--- config.mk ---
export PLATFORM = sky130hd
export DESIGN_NAME = decoder_stage_controller_flat
export DESIGN_NICKNAME = d
export VERILOG_FILES = /design/src/rtl/decoder_stage_if.sv /design/src/rtl/decoder_stage_controller.sv /design/src/flat_wrapper.sv
export SDC_FILE = /design/constraint.sdc
export NUM_CORES = 1
export LEC_CHECK = 0
export ABC_AREA = 0
export CORE_MARGIN = 4
export CORE_UTILIZATION = 47
export DETAILED_ROUTE_END_ITERATION = 8
export GPL_ROUTABILITY_DRIVEN = 0
export PLACE_DENSITY = 0.84
export SETUP_SLACK_MARGIN = 0.5
export SLEW_MARGIN = 15
export SYNTH_ARGS = -nofsm -noshare
export SYNTH_HDL_FRONTEND = slang
export SYNTH_SLANG_ARGS = --single-unit
export TNS_END_PERCENT = 30
--- constraint.sdc ---
create_clock -name clk -period 5.5 [get_ports clk]
set_clock_uncertainty 0.05 [all_clocks]
set_input_delay 0.55 -clock clk [delete_from_list [all_inputs] [get_ports clk]]
set_output_delay 0.55 -clock clk [all_outputs]
set_load 0.01 [all_outputs]
--- src/rtl/decoder_stage_if.sv ---
// Handshake and graph-control bundle between decoder_stage_controller (master)
// and the syndrome source / decoding graph / result consumer (slave).
interface decoder_stage_if #(
  parameter int PU_COUNT    = 18,
  parameter int STAGE_WIDTH = 3,
  parameter int ITER_WIDTH  = 5
);
  logic                   syndrome_valid;
  logic                   syndrome_ready;
  logic [PU_COUNT-1:0]    syndrome_data;
  logic [PU_COUNT-1:0]    measurements;
  logic [STAGE_WIDTH-1:0] stage;
  logic                   global_stage;
  logic                   busy;
  logic                   odd_clusters;
  logic                   result_valid;
  logic                   result_ready;
  logic [ITER_WIDTH-1:0]  iteration_count;
  logic                   timeout;

  modport master (
    input  syndrome_valid, syndrome_data, busy, odd_clusters, result_ready,
    output syndrome_ready, measurements, stage, global_stage, result_valid,
           iteration_count, timeout
  );

  modport slave (
    output syndrome_valid, syndrome_data, busy, odd_clusters, result_ready,
    input  syndrome_ready, measurements, stage, global_stage, result_valid,
           iteration_count, timeout
  );
endinterface

--- src/rtl/decoder_stage_controller.sv ---
// Sequences one union-find decode per syndrome: load, then grow/merge rounds until no odd cluster.
// Optional iteration limit with timeout flag is enabled by defining DECODER_TIMEOUT_EN.
module decoder_stage_controller #(
  parameter int CODE_DISTANCE_X     = 3,
  parameter int CODE_DISTANCE_Z     = 2,
  parameter int MAX_ITERATIONS      = 16,
  parameter int MERGE_SETTLE_CYCLES = 3,
  parameter int STAGE_WIDTH         = 3
) (
  input  logic             clk,
  input  logic             reset,
  decoder_stage_if.master  bus
);

  localparam int PU_COUNT = CODE_DISTANCE_X * CODE_DISTANCE_Z *
                            ((CODE_DISTANCE_X > CODE_DISTANCE_Z) ? CODE_DISTANCE_X : CODE_DISTANCE_Z);
  localparam int ITER_WIDTH = $clog2(MAX_ITERATIONS + 1);
  localparam logic [3:0] SETTLE_LAST = 4'(MERGE_SETTLE_CYCLES - 1);
  localparam logic [ITER_WIDTH-1:0] ITER_SAT = '1;

  typedef enum logic [2:0] {
    S_IDLE   = 3'd0,
    S_LOAD   = 3'd1,
    S_GROW   = 3'd2,
    S_MERGE  = 3'd3,
    S_RESULT = 3'd5
  } state_t;

  state_t                state, state_next;
  logic [3:0]            settle_cnt;
  logic [PU_COUNT-1:0]   meas_q;
  logic [ITER_WIDTH-1:0] iter_q;
  logic                  global_stage_q;
  logic                  syndrome_ready_q;
  logic                  result_valid_q;
  logic                  capture;
  logic                  merge_exit;
  logic                  timeout_hit;

  // Exit fires on the idle cycle that would bring the settle count up to MERGE_SETTLE_CYCLES.
  assign merge_exit = (state == S_MERGE) && !bus.busy && (settle_cnt == SETTLE_LAST);

  always_comb begin
    state_next = state;
    capture    = 1'b0;
    case (state)
      S_IDLE: begin
        if (bus.syndrome_valid && syndrome_ready_q) begin
          capture    = 1'b1;
          state_next = S_LOAD;
        end
      end
      S_LOAD:  state_next = S_GROW;
      S_GROW:  state_next = S_MERGE;
      S_MERGE: begin
        if (merge_exit)
          state_next = (bus.odd_clusters && !timeout_hit) ? S_GROW : S_RESULT;
      end
      S_RESULT: begin
        if (bus.result_ready) state_next = S_IDLE;
      end
      default: state_next = S_IDLE;
    endcase
  end

  always_ff @(posedge clk or posedge reset) begin
    if (reset) state <= S_IDLE;
    else       state <= state_next;
  end

  // Registered outputs are computed from the next state so they line up with stage.
  always_ff @(posedge clk or posedge reset) begin
    if (reset) begin
      settle_cnt       <= '0;
      meas_q           <= '0;
      iter_q           <= '0;
      global_stage_q   <= 1'b0;
      syndrome_ready_q <= 1'b1;
      result_valid_q   <= 1'b0;
    end else begin
      global_stage_q   <= (state_next != state);
      syndrome_ready_q <= (state_next == S_IDLE);
      result_valid_q   <= (state_next == S_RESULT);
      if (state != S_MERGE || bus.busy) settle_cnt <= '0;
      else                              settle_cnt <= settle_cnt + 4'd1;
      if (capture) meas_q <= bus.syndrome_data;
      if (capture)                                iter_q <= '0;
      else if (state == S_GROW && iter_q != ITER_SAT) iter_q <= iter_q + 1'b1;
    end
  end

`ifdef DECODER_TIMEOUT_EN
  logic timeout_q;

  assign timeout_hit = merge_exit && bus.odd_clusters &&
                       (iter_q == ITER_WIDTH'(MAX_ITERATIONS));

  always_ff @(posedge clk or posedge reset) begin
    if (reset)            timeout_q <= 1'b0;
    else if (capture)     timeout_q <= 1'b0;
    else if (timeout_hit) timeout_q <= 1'b1;
  end

  assign bus.timeout = timeout_q;
`else
  assign timeout_hit = 1'b0;
  assign bus.timeout = 1'b0;
`endif

  assign bus.stage           = STAGE_WIDTH'(state);
  assign bus.global_stage    = global_stage_q;
  assign bus.syndrome_ready  = syndrome_ready_q;
  assign bus.result_valid    = result_valid_q;
  assign bus.measurements    = meas_q;
  assign bus.iteration_count = iter_q;

endmodule

--- src/flat_wrapper.sv ---
// flat-port wrapper written by rule: the top's interface ports become plain ports
module decoder_stage_controller_flat 
#(
  parameter int CODE_DISTANCE_X     = 3,
  parameter int CODE_DISTANCE_Z     = 2,
  parameter int MAX_ITERATIONS      = 16,
  parameter int MERGE_SETTLE_CYCLES = 3,
  parameter int STAGE_WIDTH         = 3
)
  (clk, reset, bus_syndrome_valid, bus_syndrome_data, bus_busy, bus_odd_clusters, bus_result_ready, bus_syndrome_ready, bus_measurements, bus_stage, bus_global_stage, bus_result_valid, bus_iteration_count, bus_timeout);
  decoder_stage_if #(.PU_COUNT(((3) * (2) * (((3) > (2)) ? (3) : (2)))), .STAGE_WIDTH(STAGE_WIDTH), .ITER_WIDTH(($clog2((16) + 1)))) bus_i ();
  input  logic clk;
  input  logic reset;
  input wire logic [$bits(bus_i.syndrome_valid)-1:0] bus_syndrome_valid;
  input wire logic [$bits(bus_i.syndrome_data)-1:0] bus_syndrome_data;
  input wire logic [$bits(bus_i.busy)-1:0] bus_busy;
  input wire logic [$bits(bus_i.odd_clusters)-1:0] bus_odd_clusters;
  input wire logic [$bits(bus_i.result_ready)-1:0] bus_result_ready;
  output wire logic [$bits(bus_i.syndrome_ready)-1:0] bus_syndrome_ready;
  output wire logic [$bits(bus_i.measurements)-1:0] bus_measurements;
  output wire logic [$bits(bus_i.stage)-1:0] bus_stage;
  output wire logic [$bits(bus_i.global_stage)-1:0] bus_global_stage;
  output wire logic [$bits(bus_i.result_valid)-1:0] bus_result_valid;
  output wire logic [$bits(bus_i.iteration_count)-1:0] bus_iteration_count;
  output wire logic [$bits(bus_i.timeout)-1:0] bus_timeout;
  assign bus_i.syndrome_valid = bus_syndrome_valid;
  assign bus_i.syndrome_data = bus_syndrome_data;
  assign bus_i.busy = bus_busy;
  assign bus_i.odd_clusters = bus_odd_clusters;
  assign bus_i.result_ready = bus_result_ready;
  assign bus_syndrome_ready = bus_i.syndrome_ready;
  assign bus_measurements = bus_i.measurements;
  assign bus_stage = bus_i.stage;
  assign bus_global_stage = bus_i.global_stage;
  assign bus_result_valid = bus_i.result_valid;
  assign bus_iteration_count = bus_i.iteration_count;
  assign bus_timeout = bus_i.timeout;
  decoder_stage_controller #(.CODE_DISTANCE_X(CODE_DISTANCE_X), .CODE_DISTANCE_Z(CODE_DISTANCE_Z), .MAX_ITERATIONS(MAX_ITERATIONS), .MERGE_SETTLE_CYCLES(MERGE_SETTLE_CYCLES), .STAGE_WIDTH(STAGE_WIDTH)) u_core (.clk(clk), .reset(reset), .bus(bus_i));
endmodule
Word-level counts from Yosys, hierarchy flattened. Index checks and enable logic that the tools add are counted.

Output and inout port bits: 30. Bits in registers: 33. Word-level logic and storage cells: 37.

Muxes and demuxes: 10. Equal/unequal tests: 9. Add/subtract/negate cells: 2. Reductions and logical operators: 9.

Operators by type and width (count): 3-bit one-hot mux with 5 select lines (1); 3-bit two-way mux (4); 5-bit two-way mux (2); 3-bit by 2-bit == test with 1-bit output (second input constant) (2); 3-bit == test (second input constant) (2); 3-bit zero test (2); 5-bit by 1-bit adder with 5-bit output (second input constant) (1); 5-bit != test (second input constant) (1); 4-bit by 1-bit adder with 4-bit output (second input constant) (1); 4-bit by 2-bit == test with 1-bit output (second input constant) (1); 1-bit logical AND (4); 4-bit two-way mux (1); 3-bit by 1-bit == test with 1-bit output (second input constant) (1); 3-bit by 2-bit != test with 1-bit output (second input constant) (1); 3-bit != test (1); 1-bit two-way mux (2); 2-bit nonzero test (1); 1-bit zero test (1); 1-bit logical OR (1).

Longest topological paths before layout.
Word-level depth: 6. Depth in mapped cells: 6. Mapped depth without buffers: 6.

Least setup slack after synthesis. OpenSTA, ideal clock, no wires.

Path type: reg2reg. Start point: register u_core.iter_q[0] (netlist: u_core.bus.iteration_count[0]). End point: register u_core.iter_q[3] (netlist: u_core.bus.iteration_count[3]). Path buffers: 0. Data arrival time: 1.984 ns. Cell stages (with the launch flop): 7. Slack: 3.389 ns. Period minus slack after synthesis: 2.111 ns. Library setup time: 0.077 ns. Cell sequence: dfrtp_1 > ha_1 > and3_1 > ha_1 > or4b_4 > or3_1 > a21oi_1.

Longest elaborated chain between the ends: 3.

Ends and longest elaborated chain: start, declared (RTL line decoder_stage_controller.sv:32) `logic [ITER_WIDTH-1:0] iter_q;`; start signal, assigned (RTL line decoder_stage_controller.sv:88) `else if (state == S_GROW && iter_q != ITER_SAT) iter_q <= iter_q + 1'b1;`; 5-bit by 1-bit adder with 5-bit output or 5-bit != test (tied branches) (RTL line decoder_stage_controller.sv:88); 5-bit two-way mux or 1-bit logical AND (tied branches) (RTL line decoder_stage_controller.sv:88); 5-bit two-way mux or 2-bit nonzero test (tied branches).

Parallel ways exist; a longest one is shown, timed or not. The select of a mux whose other input is x is not followed. A chain may end at the register's enable or synchronous reset.

Worst setup path in the final report.
Start point: register u_core.state[0] (netlist: u_core.bus.stage[0]). End point: output port bus_stage[0].

RTL lines: start, declared (RTL line decoder_stage_controller.sv:29) `state_t state, state_next;`; start signal, assigned (RTL line decoder_stage_controller.sv:68) `else state <= state_next;`; end, declared (RTL line flat_wrapper.sv:21) `output wire logic [$bits(bus_i.stage)-1:0] bus_stage;`.

No word-level cell between the ends.

==> impl_metrics.prom <==
# TYPE chip_impl_metric gauge
chip_impl_metric{name="drive_gt1_share",unit="%"} 18.7
chip_impl_metric{name="fin_tns_setup",unit="ps"} 0
chip_impl_metric{name="postSynthNetCount",unit=""} 144
chip_impl_metric{name="drt_drc_violations_left",unit=""} 0
chip_impl_metric{name="final_net_count",unit=""} 199
chip_impl_metric{name="cpPeakStageDelay",unit="ps"} 680
chip_impl_metric{name="r2r_cells",unit=""} 6
chip_impl_metric{name="design_power_total",unit="uW"} 679
chip_impl_info{name="dr.max_layer_used",value="met4"} 1
chip_impl_metric{name="p_leak",unit="uW"} 0.000914
chip_impl_metric{name="peakVddDrop",unit="V"} 0.000161
chip_impl_info{name="post-synth-top-area-cell",value="dfrtp_1"} 1
chip_impl_metric{name="slew_violations",unit=""} 0
chip_impl_info{name="crit_path_start_kind",value="register"} 1
chip_impl_metric{name="actual_slew_at_the_worst_max_slew_pin",unit="ps"} 518
chip_impl_metric{name="dr.pass1.iters",unit=""} 4
chip_impl_metric{name="cp_data_required_time",unit="ps"} 4900
chip_impl_metric{name="relSlewSlack",unit="%"} 65.5
chip_impl_info{name="setup.worst_path.end",value="bus_stage[0]"} 1
chip_impl_metric{name="start_util",unit="%"} 50.8
chip_impl_metric{name="antenna_left",unit=""} 0
chip_impl_metric{name="timing.critical_path.buf_inv",unit=""} 1
chip_impl_metric{name="mean_post_synth_cell_area",unit="um2"} 12.5
chip_impl_info{name="r2r_start",value="u_core.bus.iteration_count[0]"} 1
chip_impl_info{name="critical_path.cell_chain",value="clkdlybuf4s50_1"} 1
chip_impl_metric{name="vias",unit=""} 1093
chip_impl_metric{name="placed_cell_area",unit="mm2"} 0.00200
chip_impl_info{name="crit_path_end_kind",value="primary output"} 1
chip_impl_metric{name="areaGrowthSynthToFinish",unit="%"} 42.1
chip_impl_info{name="r2r_end",value="u_core.bus.iteration_count[3]"} 1
chip_impl_metric{name="post_synth_num_cell_types",unit=""} 32
chip_impl_metric{name="chipHeight",unit="um"} 63.5
chip_impl_metric{name="ctsHoldBuffers",unit=""} 0
chip_impl_metric{name="wire_length_of_the_first_global_routing_pass",unit="mm"} 5.25
chip_impl_metric{name="finalHoldViolCount",unit=""} 0
chip_impl_info{name="cp_top_family",value="flip-flops"} 1
chip_impl_metric{name="routed_wirelength",unit="mm"} 3.12
chip_impl_metric{name="detail_route.wirelength.met1",unit="mm"} 1.22
chip_impl_info{name="outcome",value="completed"} 1
chip_impl_metric{name="dp_worst_setup_slack",unit="ps"} 3290
chip_impl_metric{name="synth-async-reset-ratio",unit="%"} 100
chip_impl_metric{name="grt_util_all_layers",unit="%"} 17.0
chip_impl_info{name="final_common_cell",value="clkdlybuf4s50_1"} 1
chip_impl_metric{name="postCtsResizedCells",unit=""} 0
chip_impl_metric{name="worst-path-max-fanout",unit=""} 14
chip_impl_metric{name="placementRows",unit=""} 19
chip_impl_metric{name="synth_warnings",unit=""} 0
chip_impl_metric{name="post_drt_wl_per_cell",unit="um"} 15.5
chip_impl_info{name="min_path_type",value="register to register"} 1
chip_impl_metric{name="core-area",unit="mm2"} 0.00285
chip_impl_info{name="most-common-layout-cells",value="clkdlybuf4s50_1, dfrtp_1, mux2_2"} 1
chip_impl_metric{name="floorplan.die_area",unit="mm2"} 0.00403
chip_impl_info{name="critPathKind",value="register to primary output"} 1
chip_impl_info{name="grt_setup_unrepaired",value="no"} 1
chip_impl_metric{name="final-setup-viol-count",unit=""} 0
chip_impl_metric{name="syn_inst_count",unit=""} 116
chip_impl_metric{name="cts_max_level",unit=""} 2
chip_impl_metric{name="worstPathArrival",unit="ps"} 1630
chip_impl_metric{name="setup_ws",unit="ps"} 3270
chip_impl_metric{name="timing.hold.ws",unit="ps"} 450
chip_impl_metric{name="yosys_register_bits",unit=""} 33
chip_impl_metric{name="place.port_buffers",unit=""} 52
chip_impl_metric{name="grt_antenna_before_repair",unit=""} 0
chip_impl_metric{name="cp.depth",unit=""} 1
chip_impl_metric{name="fin_crit_sh",unit="%"} 40.6
chip_impl_metric{name="worst-r2r-setup-slack",unit="ps"} 3290
chip_impl_metric{name="post-route-min-period",unit="ps"} 2230
chip_impl_metric{name="finish.instance_area",unit="mm2"} 0.00206
chip_impl_info{name="critical_path.startpoint",value="u_core.bus.stage[0]"} 1
chip_impl_metric{name="die_width",unit="um"} 63.5
chip_impl_metric{name="first_global_vias",unit=""} 1163
chip_impl_info{name="cp_slowest_cell",value="dfrtp_1"} 1
chip_impl_metric{name="netlist.area_leader.share",unit="%"} 55.3
chip_impl_metric{name="maxcap_violations",unit=""} 0
chip_impl_metric{name="top_level_ports",unit=""} 54
chip_impl_metric{name="detailroute.wirelength.met3",unit="um"} 157
chip_impl_metric{name="postCtsSetupBuffers",unit=""} 0
chip_impl_metric{name="synth-seq-area-share",unit="%"} 57.1
chip_impl_metric{name="number_of_synthesized_flops_with_an_enable_pin",unit=""} 0
chip_impl_metric{name="drt_first_iter_violations",unit=""} 33
chip_impl_metric{name="grt_max_degree",unit=""} 34
chip_impl_metric{name="cts.reportedPaths.clkPinSlew",unit="ps"} 90
chip_impl_metric{name="cts_made_buffers",unit=""} 5
chip_impl_metric{name="wl_met2",unit="mm"} 1.71
chip_impl_metric{name="via_per_inst",unit=""} 5.41
chip_impl_metric{name="clk_latency",unit="ps"} 320
chip_impl_metric{name="inserted_diodes",unit=""} 0
chip_impl_metric{name="cts_num_sinks",unit=""} 33
chip_impl_metric{name="synth.cell_area",unit="mm2"} 0.00145
chip_impl_metric{name="fmax",unit="GHz"} 0.448
chip_impl_info{name="clock_tree_from_tritoncts",value="done"} 1
chip_impl_metric{name="clk_path_buf_depth",unit=""} 2
chip_impl_info{name="yosys_most_used_dff",value="dfrtp_1"} 1
chip_impl_info{name="clock-root-buffer",value="clkbuf_4"} 1
chip_impl_metric{name="pwr_density_cell",unit="mW/mm2"} 330
chip_impl_info{name="largest_cells_by_area_after_synthesis",value="dfrtp_1, mux2_2, ha_1"} 1
chip_impl_metric{name="overflow",unit=""} 0
chip_impl_metric{name="detailedPlacementHpwl",unit="mm"} 2.39
[sequential cells by signal, summed over array words and instances (netlist names)]
| name | flops |
|---|---|
| u_core.bus.result_valid | 1 |
| u_core.bus.iteration_count | 5 |
| u_core.bus.measurements | 18 |
| u_core.bus.stage | 3 |
| u_core.settle_cnt | 4 |
| u_core.bus.global_stage | 1 |
| u_core.bus.syndrome_ready | 1 |
[routing by layer]
metal	vias up	GRT usage, %
met2	27	31.0
met3	5	5.15
met5	-	0
met4	0	7.28
met1	544	17.9
li1	517	-
[cell usage after synthesis (2+ instances only)]
master	number
or2_2	2
nor3_1	2
nor2_1	6
nand2_1	7
mux2_2	18
a21oi_1	6
o31ai_1	3
ha_1	4
nand4bb_1	2
buf_2	2
nand3_1	2
o211ai_1	2
o21ai_0	3
inv_1	4
dfrtp_1	32
clkbuf_1	3
or3_1	2
xnor2_1	2
[worst min-delay path by stage]
stage                           startpoint                          end  slack, ps  cells after the start
5_1_grt        u_core.bus.measurements[11]  u_core.bus.measurements[11]        490                      1
4_1_cts               u_core.settle_cnt[0]         u_core.settle_cnt[0]        450                      1
6_report              u_core.settle_cnt[0]         u_core.settle_cnt[0]        450                      1
3_3_place_gp          u_core.settle_cnt[0]         u_core.settle_cnt[0]        420                      1
2_1_floorplan         u_core.settle_cnt[0]         u_core.settle_cnt[0]        400                      1
3_5_place_dp          u_core.settle_cnt[0]         u_core.settle_cnt[0]        440                      1
[cell families after synthesis]
group	Yosys count	share of synthesized area, %
and+or+nand+nor	30	12.8
buffers and inverters	10	3.02
adders and majority gates	4	3.45
AOI/OAI and AO/OA	17	7.60
muxes	18	14.0
xor gates and xnor gates	3	1.81
DFF	33	57.1
other	1	0.259
[per-stage QoR]
step                      util, %  cells
final                        72.1    202
after global routing         72.1    202
after CTS                    72.1    202
after detailed placement     70.2    195
after global placement       70.2    195
after floorplan                 -    116
[where the power goes]
group | switching, uW | internal [uW] | leakage [uW]
clock | 72.2 | 60.3 | 0.0000314
combinational | 91.7 | 124 | 0.000450
sequential | 50.7 | 280 | 0.000433
total | 215 | 464 | 0.000914
[final cells by class]
| cell class | count | area, um2 |
|---|---|---|
| Clock buffer | 7 | 55.1 |
| Fill cell | 204 | 795 |
| Inverter | 4 | 15.0 |
| Multi-Input combinational cell | 73 | 587 |
| Sequential cell | 33 | 827 |
| Tap cell | 31 | 38.8 |
| Timing Repair Buffer | 54 | 536 |
(Power assumes the default switching activity.)
